--- src/rtl/pic_ack_sequencer.sv ---
// pic_ack_sequencer: CPU-side command sequencer for the PIC priority block.
// Runs the two-step INTA acknowledge, hands the vector to the CPU, sends EOI/init.
module pic_ack_sequencer #(
  parameter logic [4:0]  VEC_BASE = 5'b00001,
  parameter int unsigned TIMEOUT  = 16,
  parameter int unsigned ACK_HOLD = 2
) (
  input  logic       CLK,
  input  logic       RST,
  input  logic [2:0] PRIORITY_MODE,
  input  logic [7:0] PRIORITY_DATA,
  output logic [2:0] CU_MODE,
  output logic [7:0] CU_DATA,
  output logic       CU_WRITE,
  input  logic       CPU_INIT,
  input  logic       CPU_AEOI,
  input  logic       CPU_LTIM,
  output logic [7:0] CPU_VEC,
  output logic       CPU_VEC_VALID,
  input  logic       CPU_VEC_READY,
  input  logic       CPU_EOI,
  output logic       BUSY,
  output logic       ERR
);

  localparam logic [3:0] S_IDLE     = 4'd0;
  localparam logic [3:0] S_INIT     = 4'd1;
  localparam logic [3:0] S_ACK1     = 4'd2;
  localparam logic [3:0] S_GAP      = 4'd3;
  localparam logic [3:0] S_ACK2     = 4'd4;
  localparam logic [3:0] S_WAIT_VEC = 4'd5;
  localparam logic [3:0] S_PRESENT  = 4'd6;
  localparam logic [3:0] S_WAIT_EOI = 4'd7;
  localparam logic [3:0] S_SEND_EOI = 4'd8;
  localparam logic [3:0] S_NEUTRAL  = 4'd9;

  localparam logic [2:0] M_NEUTRAL = 3'b101;
  localparam logic [2:0] M_INIT    = 3'b100;
  localparam logic [2:0] M_ACK     = 3'b110;
  localparam logic [2:0] M_OCW2    = 3'b011;
  localparam logic [2:0] M_PEND    = 3'b110;
  localparam logic [2:0] M_HANDLE  = 3'b101;

  localparam logic [7:0] T_LAST = 8'(TIMEOUT - 1);
  localparam logic [3:0] H_LAST = 4'(ACK_HOLD - 1);

  logic [2:0] mode_s1;
  logic [2:0] mode_s2;
  logic [2:0] lvl_s1;
  logic [2:0] lvl_s2;
  logic       pend_q;
  logic       pend_now;
  logic       pend_edge;
  logic       handling;
  logic       pending;
  logic       take_ack;
  logic [2:0] req_level;
  logic [3:0] state;
  logic [3:0] hold_cnt;
  logic [7:0] timer;
  logic       cfg_ltim;
  logic       cfg_aeoi;
  logic       unused_bits;

  assign unused_bits = ^PRIORITY_DATA[7:3];

  assign pend_now  = (mode_s2 == M_PEND);
  assign pend_edge = pend_now & ~pend_q;
  assign handling  = (mode_s2 == M_HANDLE);
  assign take_ack  = (state == S_IDLE) & ~CPU_INIT & pending;
  assign BUSY      = (state != S_IDLE);

  // Two-flop synchroniser for the asynchronous PIC status lines.
  always_ff @(posedge CLK or posedge RST) begin
    if (RST) begin
      mode_s1 <= 3'd0;
      mode_s2 <= 3'd0;
      lvl_s1  <= 3'd0;
      lvl_s2  <= 3'd0;
    end else begin
      mode_s1 <= PRIORITY_MODE;
      mode_s2 <= mode_s1;
      lvl_s1  <= PRIORITY_DATA[2:0];
      lvl_s2  <= lvl_s1;
    end
  end

  // Sticky pending request; a fresh edge wins over the clear on ACK start.
  always_ff @(posedge CLK or posedge RST) begin
    if (RST) begin
      pend_q    <= 1'b0;
      pending   <= 1'b0;
      req_level <= 3'd0;
    end else begin
      pend_q <= pend_now;
      if (pend_edge) begin
        pending   <= 1'b1;
        req_level <= lvl_s2;
      end else if (take_ack) begin
        pending <= 1'b0;
      end
    end
  end

  // Sequencer FSM with the CPU-facing vector/error registers.
  always_ff @(posedge CLK or posedge RST) begin
    if (RST) begin
      state         <= S_IDLE;
      hold_cnt      <= 4'd0;
      timer         <= 8'd0;
      CPU_VEC       <= 8'd0;
      CPU_VEC_VALID <= 1'b0;
      ERR           <= 1'b0;
      cfg_ltim      <= 1'b0;
      cfg_aeoi      <= 1'b0;
    end else begin
      ERR <= 1'b0;
      unique case (state)
        S_IDLE: begin
          if (CPU_INIT) begin
            cfg_ltim <= CPU_LTIM;
            cfg_aeoi <= CPU_AEOI;
            state    <= S_INIT;
          end else if (pending) begin
            hold_cnt <= 4'd0;
            state    <= S_ACK1;
          end
        end
        S_INIT: state <= S_NEUTRAL;
        S_ACK1: begin
          if (hold_cnt == H_LAST) begin
            hold_cnt <= 4'd0;
            state    <= S_GAP;
          end else begin
            hold_cnt <= hold_cnt + 4'd1;
          end
        end
        S_GAP: state <= S_ACK2;
        S_ACK2: begin
          if (hold_cnt == H_LAST) begin
            hold_cnt <= 4'd0;
            timer    <= 8'd0;
            state    <= S_WAIT_VEC;
          end else begin
            hold_cnt <= hold_cnt + 4'd1;
          end
        end
        S_WAIT_VEC: begin
          if (handling) begin
            cfg_aeoi      <= CPU_AEOI;
            CPU_VEC       <= {VEC_BASE, lvl_s2};
            CPU_VEC_VALID <= 1'b1;
            ERR           <= (lvl_s2 != req_level);
            state         <= S_PRESENT;
          end else if (timer == T_LAST) begin
            ERR   <= 1'b1;
            state <= S_NEUTRAL;
          end else begin
            timer <= timer + 8'd1;
          end
        end
        S_PRESENT: begin
          if (CPU_VEC_READY) begin
            CPU_VEC_VALID <= 1'b0;
            state <= cfg_aeoi ? S_IDLE : S_WAIT_EOI;
          end
        end
        S_WAIT_EOI: begin
          if (CPU_EOI) state <= S_SEND_EOI;
        end
        S_SEND_EOI: state <= S_NEUTRAL;
        S_NEUTRAL:  state <= S_IDLE;
        default:    state <= S_IDLE;
      endcase
    end
  end

  // Command bus decode: neutral unless a command state is active.
  always_comb begin
    CU_MODE  = M_NEUTRAL;
    CU_DATA  = 8'd0;
    CU_WRITE = 1'b0;
    unique case (state)
      S_INIT: begin
        CU_MODE  = M_INIT;
        CU_DATA  = {6'b0, cfg_ltim, cfg_aeoi};
        CU_WRITE = 1'b1;
      end
      S_ACK1, S_ACK2: begin
        CU_MODE  = M_ACK;
        CU_WRITE = (hold_cnt == 4'd0);
      end
      S_SEND_EOI: begin
        CU_MODE  = M_OCW2;
        CU_DATA  = 8'h20;
        CU_WRITE = 1'b1;
      end
      default: begin
        CU_MODE  = M_NEUTRAL;
        CU_DATA  = 8'd0;
        CU_WRITE = 1'b0;
      end
    endcase
  end

endmodule

--- config.mk ---
export PLATFORM = sky130hd
export DESIGN_NAME = pic_ack_sequencer
export DESIGN_NICKNAME = d
export VERILOG_FILES = /design/src/rtl/pic_ack_sequencer.sv
export SDC_FILE = /design/constraint.sdc
export NUM_CORES = 1
export LEC_CHECK = 0
export CORE_ASPECT_RATIO = 1.75
export CORE_MARGIN = 4
export CORE_UTILIZATION = 51
export CTS_CLUSTER_SIZE = 25
export DETAILED_ROUTE_END_ITERATION = 8
export PLACE_DENSITY_LB_ADDON = 0.08
export SLEW_MARGIN = 20
export SYNTH_ARGS = -nofsm -noshare
export SYNTH_HDL_FRONTEND = slang
export SYNTH_SLANG_ARGS = --single-unit
--- constraint.sdc ---
create_clock -name CLK -period 2.1 [get_ports CLK]
set_input_delay 0.42 -clock CLK [delete_from_list [all_inputs] [get_ports CLK]]
set_output_delay 0.42 -clock CLK [all_outputs]
set_load 0.01 [all_outputs]
==> results of run 1 <==
-- cells by family after synthesis --
group / count (synthesis) / synth area share, %
multiplexers: 19 / 9.910
adder cells (fa/ha/maj): 1 / 0.5969
other: 1 / 0.1789
AND/OR/NAND/NOR: 63 / 17.73
buffers and inverters: 27 / 7.224
XOR/XNOR: 5 / 2.089
flip-flops: 41 / 48.96
AO/OA/AOI/OAI: 40 / 13.31
-- power breakdown --
part           switching [mW]  internal, mW
combinational           0.707         0.679
clock                   0.268         0.233
sequential             0.0996         0.941
total                    1.07          1.85
-- layout make-up --
class | count | area, µm² | area share (%)
Multi-Input combinational cell | 137 | 984.7 | 38.02
Sequential cell | 41 | 1026 | 39.61
Clock inverter | 3 | 22.52 | 0.8696
Clock buffer | 5 | 68.82 | 2.657
Inverter | 9 | 33.78 | 1.304
Tap cell | 48 | 60.06 | 2.319
Timing Repair Buffer | 45 | 394.1 | 15.22
-- per-stage QoR --
stage / std cells / power (mW)
after floorplan: 205 / 1.896
after global placement: 279 / 2.368
after detailed placement: 279 / 2.427
after CTS: 287 / 2.909
after global routing: 288 / 3.134
final: 288 / 2.927
-- flip-flops by register name, summed over array words and instances, names as in the netlist --
| signal | flops |
|---|---|
| timer | 8 |
| cfg_ltim | 1 |
| req_level | 3 |
| CPU_VEC_VALID | 1 |
| pend_q | 1 |
| state | 4 |
| cfg_aeoi | 1 |
| hold_cnt | 4 |
| CPU_VEC | 4 |
| mode_s2 | 3 |
| pending | 1 |
| mode_s1 | 3 |
| lvl_s2 | 3 |
| lvl_s1 | 3 |
| ERR | 1 |
-- placed cells by master (no fill, tap or decap), types with 3 or more instances in the layout --
cell / count
dfrtp_1: 41
clkbuf_8: 5
a21oi_1: 11
nor2_1: 12
mux2_2: 10
inv_1: 8
nand3_1: 5
conb_1: 9
xor2_1: 3
clkdlybuf4s50_1: 18
buf_4: 17
o21ai_0: 10
nor2b_1: 3
and2_1: 6
nand2_1: 10
nand2b_1: 3
clkinvlp_4: 3
dlygate4sd2_1: 5
and3_1: 3
mux2i_1: 8
-- final timing paths --
kind | cells after the start | startpoint | slack, ns | to
setup / recovery | 5 | hold_cnt[2]$_DFFE_PP0P_ | -0.09 | CU_WRITE
hold / removal | 0 | mode_s1[1]$_DFF_PP0_ | 0.35 | mode_s2[1]$_DFF_PP0_
setup reg to reg | 7 | hold_cnt[2]$_DFFE_PP0P_ | 0.08 | timer[4]$_DFFE_PP0P_
hold reg to reg | 0 | mode_s1[1]$_DFF_PP0_ | 0.35 | mode_s2[1]$_DFF_PP0_
max in group asynchronous | 3 | RST | 1.19 | timer[0]$_DFFE_PP0P_
min in group asynchronous | 3 | RST | 0.56 | hold_cnt[2]$_DFFE_PP0P_
-- layer usage --
metal	wire (µm)	vias to the layer above	GRT usage, %
met5	0	-	0
met4	261	0	12.67
met3	191	25	3.905
met2	2355	57	31.47
met1	1542	798	17.71
li1	-	763	-
-- repair_timing --
| item | CTS | global route |
|---|---|---|
| buffers inserted | 0 | 1 |
| setup endpoints to repair | 8 | 5 |
| pin swaps | 1 | 2 |
| gates resized for setup | 12 | 11 |
==> impl_metrics.csv, run 1 <==
group,metric,value,unit
run_status,status,"complete, but fails checks",
run_status,violations,"setup timing",
sta,report.final.slew_viol_count,0,
route,first_pass_iters,4,
floorplan,die-area,5239,µm²
floorplan,pin_count,41,
finish,nNetsFinal,258,
route,ant_nets,0,
sta,finalCritPeriodShare,104.4,%
global_routing,grt_pass1_wl,7293,µm
run,max-cap-violations,0,
place,pre_cts_slack,-0.1542,ns
clock_tree,root_buffer,"clkbuf_8",
clock_tree,tritoncts,"built",
global_routing,grtUsageTotal,17.77,%
critical_path,crit_family,"simple AND/OR/NAND/NOR gates",
logic_synthesis,synth_top_area_share,48.96,%
route,vias,1643,
global_routing,grt_pass1_vias,1670,
sta,period_needed,2.192,ns
clock_tree,hold_buffers,0,
worst_hold_path,hold_path.class,"flip-flop to flip-flop",
critical_path,critPathArrivalTime,1.77,ns
finish,final_util,65.71,%
logic_synthesis,ys_seq_area_share,48.96,%
finish,diodes,0,
clock_tree,numCtsBuffers,5,
sta,holdWs,0.3526,ns
clock_tree,worst_skew_pair.late_latency,0.29,ns
power,power_density,1130,nW/µm²
power,leakagePower,1.186,nW
floorplan,core,3941,µm²
logic_synthesis,yosysUniqueCellTypes,52,
finish,drive_gt1_share,22.92,%
logic_synthesis,synth_flop_cell,"dfrtp_1",
floorplan,row_count,30,
critical_path,slowest_stage,"or4_4",
power,ir_drop,627.0,µV
global_routing,antenna_found_initial,0,
sta,worst_slew_pin_slew,0.6427,ns
critical_path,end_kind,"output pin",
sta,grt_setup_unrepaired,"true",
clock_tree,clk_pin_slew,0.08,ns
finish,fillers,348,
logic_synthesis,synth_cells,197,
logic_synthesis,yosys_register_bits,41,
critical_path,path_buf_inv,1,
sta,max_slew_margin,56.55,%
place,io_buffers,26,
sta,setup_violations,1,
logic_synthesis,synthTopCellsByArea,"dfrtp_1 49%, mux2_2 5.4%, mux2i_1 3.8%, buf_4 3.6%, a21oi_1 2.6%",
critical_path,critical_path.cell_chain,"or4_4, nor3_2, o22ai_1, o21bai_1, buf_2",
place,dp_hpwl,3311,µm
sta,fmax,456.3,MHz
place,routabilityCongestion,0.8516,
critical_path,cpPeakStageDelay,0.56,ns
logic_synthesis,syn_area_per_cell,10.64,µm²
place,post_dp_cell_area,2464,µm²
route,drt_iter0_drc,34,
critical_path,worst_setup_path_start_kind,"flip-flop",
finish,area_growth,23.58,%
route,remaining_drc_errors,0,
clock_tree,clock-sinks,41,
sta,fin_skew,0.005789,ns
route,vias_per_cell,5.705,
logic_synthesis,synth.most_common_cell,"dfrtp_1",
global_routing,grt_max_degree,42,
logic_synthesis,yosysTopAreaCell,"dfrtp_1",
clock_tree,cts_htree_levels,2,
critical_path,critical_path_class,"flip-flop to output pin",
sta,setup_tns,-0.09177,ns
finish,design_area,2590,µm²
critical_path,cp_data_required_time,1.68,ns
sta,hold_viol_final,0,
critical_path,worstPathMaxFanout,2,
logic_synthesis,synth-edff-count,0,
floorplan,die_height,92.80,µm
clock_tree,cts_buffer_depth,2,
floorplan,chipWidth,56.46,µm
logic_synthesis,synthTopCellsByCount,"41 x dfrtp_1, 12 x nor2_1, 11 x a21oi_1",
route,wire_per_inst,15.10,µm
logic_synthesis,netlist_area,2096,µm²
logic_synthesis,async_flop_share,100.0,%
global_routing,overflow,0,
floorplan,start_util,53.17,%
sta,setup_slack,-0.09177,ns
logic_synthesis,synth_warnings,0,
route,wl,4349,µm
Note: power is estimated with default switching activity, not from simulation.
==> run 2, diff against run 1 <==
- CORE_UTILIZATION: 51 -> 53
- CTS_BUF_LIST: default -> sky130_fd_sc_hd__clkbuf_2 sky130_fd_sc_hd__clkbuf_4 sky130_fd_sc_hd__clkbuf_8
==> impl_metrics.csv, run 2 (synthesis gave the netlist of run 1 again) <==
group,metric,value,unit
power,sw_frac_of_total,33.73,%
finish,layout_commonest_cell,"dfrtp_1",
power,p_switching,1.085,mW
floorplan,chipWidth,55.54,µm
sta,setup_violations,3,
finish,nNetsFinal,262,
route,vias,1586,
clock_tree,clock-sinks,41,
critical_path,critPathArrivalTime,1.71,ns
floorplan,row_count,30,
finish,seq_area,1026,µm²
global_routing,overflow,0,
route,first_pass_iters,4,
run_status,status,"complete, but fails checks",
power,ir_drop,747.3,µV
route,drt_iter0_drc,42,
critical_path,critical_path_class,"flip-flop to output pin",
critical_path,end_kind,"output pin",
place,pre_cts_slack,-0.2041,ns
critical_path,worstPathMaxFanout,3,
route,ant_nets,0,
run_status,violations,"setup timing",
route,vias_per_cell,5.432,
global_routing,grt_max_degree,42,
sta,worst_slew_pin_slew,0.5035,ns
finish,layout_common_cells,"41 x dfrtp_1, 21 x buf_4, 18 x clkdlybuf4s50_1, 12 x nor2_1, 11 x a21oi_1",
place,dp_hpwl,3492,µm
sta,hold_viol_final,0,
power,seq_power_share,32.4,%
floorplan,pin_count,41,
finish,area_growth,26.63,%
clock_tree,tritoncts,"built",
global_routing,grtUsageTotal,19.24,%
critical_path,critical_path.cell_chain,"nand2b_1, nor3_2, buf_4, and2_1, clkdlybuf4s15_1",
global_routing,antenna_found_initial,0,
sta,finalCritPeriodShare,101.5,%
floorplan,core,3866,µm²
sta,report.final.slew_viol_count,0,
route,wl,4561,µm
clock_tree,worst_skew_pair.late_latency,0.28,ns
clock_tree,cts_htree_levels,2,
global_routing,grt_pass1_vias,1720,
clock_tree,hold_buffers,0,
clock_tree,numCtsBuffers,5,
place,io_buffers,26,
worst_hold_path,hold_path.class,"flip-flop to flip-flop",
sta,fmax,469.2,MHz
power,power_density,1212,nW/µm²
finish,largest_reg_flops,8,
place,routabilityCongestion,0.8207,
critical_path,cpPeakStageDelay,0.41,ns
finish,fillers,301,
route,wire_per_inst,15.62,µm
power,p_comb_share,44.8,%
finish,drive_gt1_share,24.59,%
critical_path,worst_setup_path_start_kind,"flip-flop",
clock_tree,clk_pin_slew,0.08,ns
finish,multi_input_area,978.4,µm²
clock_tree,root_buffer,"clkbuf_8",
critical_path,cp_data_required_time,1.68,ns
floorplan,die_height,91.19,µm
sta,grt_setup_unrepaired,"true",
finish,diodes,0,
sta,setup_slack,-0.03107,ns
run,max-cap-violations,0,
clock_tree,cts_buffer_depth,2,
finish,largest-register,"timer",
sta,max_slew_margin,66.43,%
route,remaining_drc_errors,0,
sta,period_needed,2.131,ns
critical_path,slowest_stage,"dfrtp_1",
floorplan,start_util,54.21,%
power,internal-power,2.132,mW
power,leakagePower,1.231,nW
sta,fin_skew,0.006501,ns
power,power_frac_clock,22.8,%
global_routing,grt_pass1_wl,7776,µm
floorplan,die-area,5064,µm²
sta,holdWs,0.3431,ns
-- run 2: power by group through the flow --
stage / logic, mW / registers [mW] / clock network (mW)
finish: 1.44 / 1.04 / 0.735
global route: 1.58 / 1.06 / 0.790
CTS: 1.44 / 1.04 / 0.751
detailed placement: 1.43 / 1.05 / 0
global placement: 1.38 / 1.04 / 0
floorplan: 0.822 / 1.07 / 0
-- run 2: worst paths after layout --
check	from	end	slack (ns)	depth (start not counted)
worst max-delay path	state[1]$_DFFE_PP0P_	CU_DATA[0]	-0.03	5
worst min-delay path	mode_s1[0]$_DFF_PP0_	mode_s2[0]$_DFF_PP0_	0.34	0
worst max register to register	state[3]$_DFFE_PP0P_	state[1]$_DFFE_PP0P_	0.05	8
worst min register to register	mode_s1[0]$_DFF_PP0_	mode_s2[0]$_DFF_PP0_	0.34	0
max in group asynchronous	RST	state[0]$_DFFE_PP0P_	1.19	3
min in group asynchronous	RST	req_level[0]$_DFFE_PP0P_	0.56	3
-- run 2: stage by stage --
stage / total power [mW] / cells / setup TNS [ns] / instance area, µm² / util, %
after floorplan: 1.896 / 205 / 0 / 2126 / -
after global placement: 2.421 / 283 / -0.2990 / 2494 / 64.50
after detailed placement: 2.482 / 283 / -0.5291 / 2494 / 64.50
after CTS: 3.234 / 292 / -0.03937 / 2658 / 68.74
after global routing: 3.427 / 292 / -0.3059 / 2654 / 68.64
final: 3.217 / 292 / -0.07571 / 2654 / 68.64
-- run 2: layout make-up --
type	count	share of cell area, %
Clock buffer	5	2.593
Clock inverter	3	2.452
Inverter	9	1.273
Multi-Input combinational cell	137	36.87
Sequential cell	41	38.66
Tap cell	48	2.263
Timing Repair Buffer	49	15.89
-- run 2: metal layers --
metal  GRT usage (%)  up-vias  part of all wire (%)
li1                -      767                     -
met1           19.37      781                    37
met2           36.36       29                    57
met3           3.556        9                   2.7
met4           9.736        0                   3.2
met5               0        -                     0
-- run 2: critical path, delay by kind of cell (launching register included) --
family	cells	cell delay, ns
flip-flops	1	0.41
AND/OR/NAND/NOR	3	0.60
buffers and inverters	2	0.41
-- run 2: timing repair --
item | 4_1_cts | 5_1_grt
gates cloned | 0 | 0
buffers inserted | 1 | 0
pin swaps | 1 | 1
setup endpoints to repair | 8 | 6
resized for setup | 20 | 5
==> run 3, diff against run 2 <==
- SLEW_MARGIN: 20 -> default
==> results of run 3 <==
No change in the layout: final DEF, timing and power equal those of run 2.
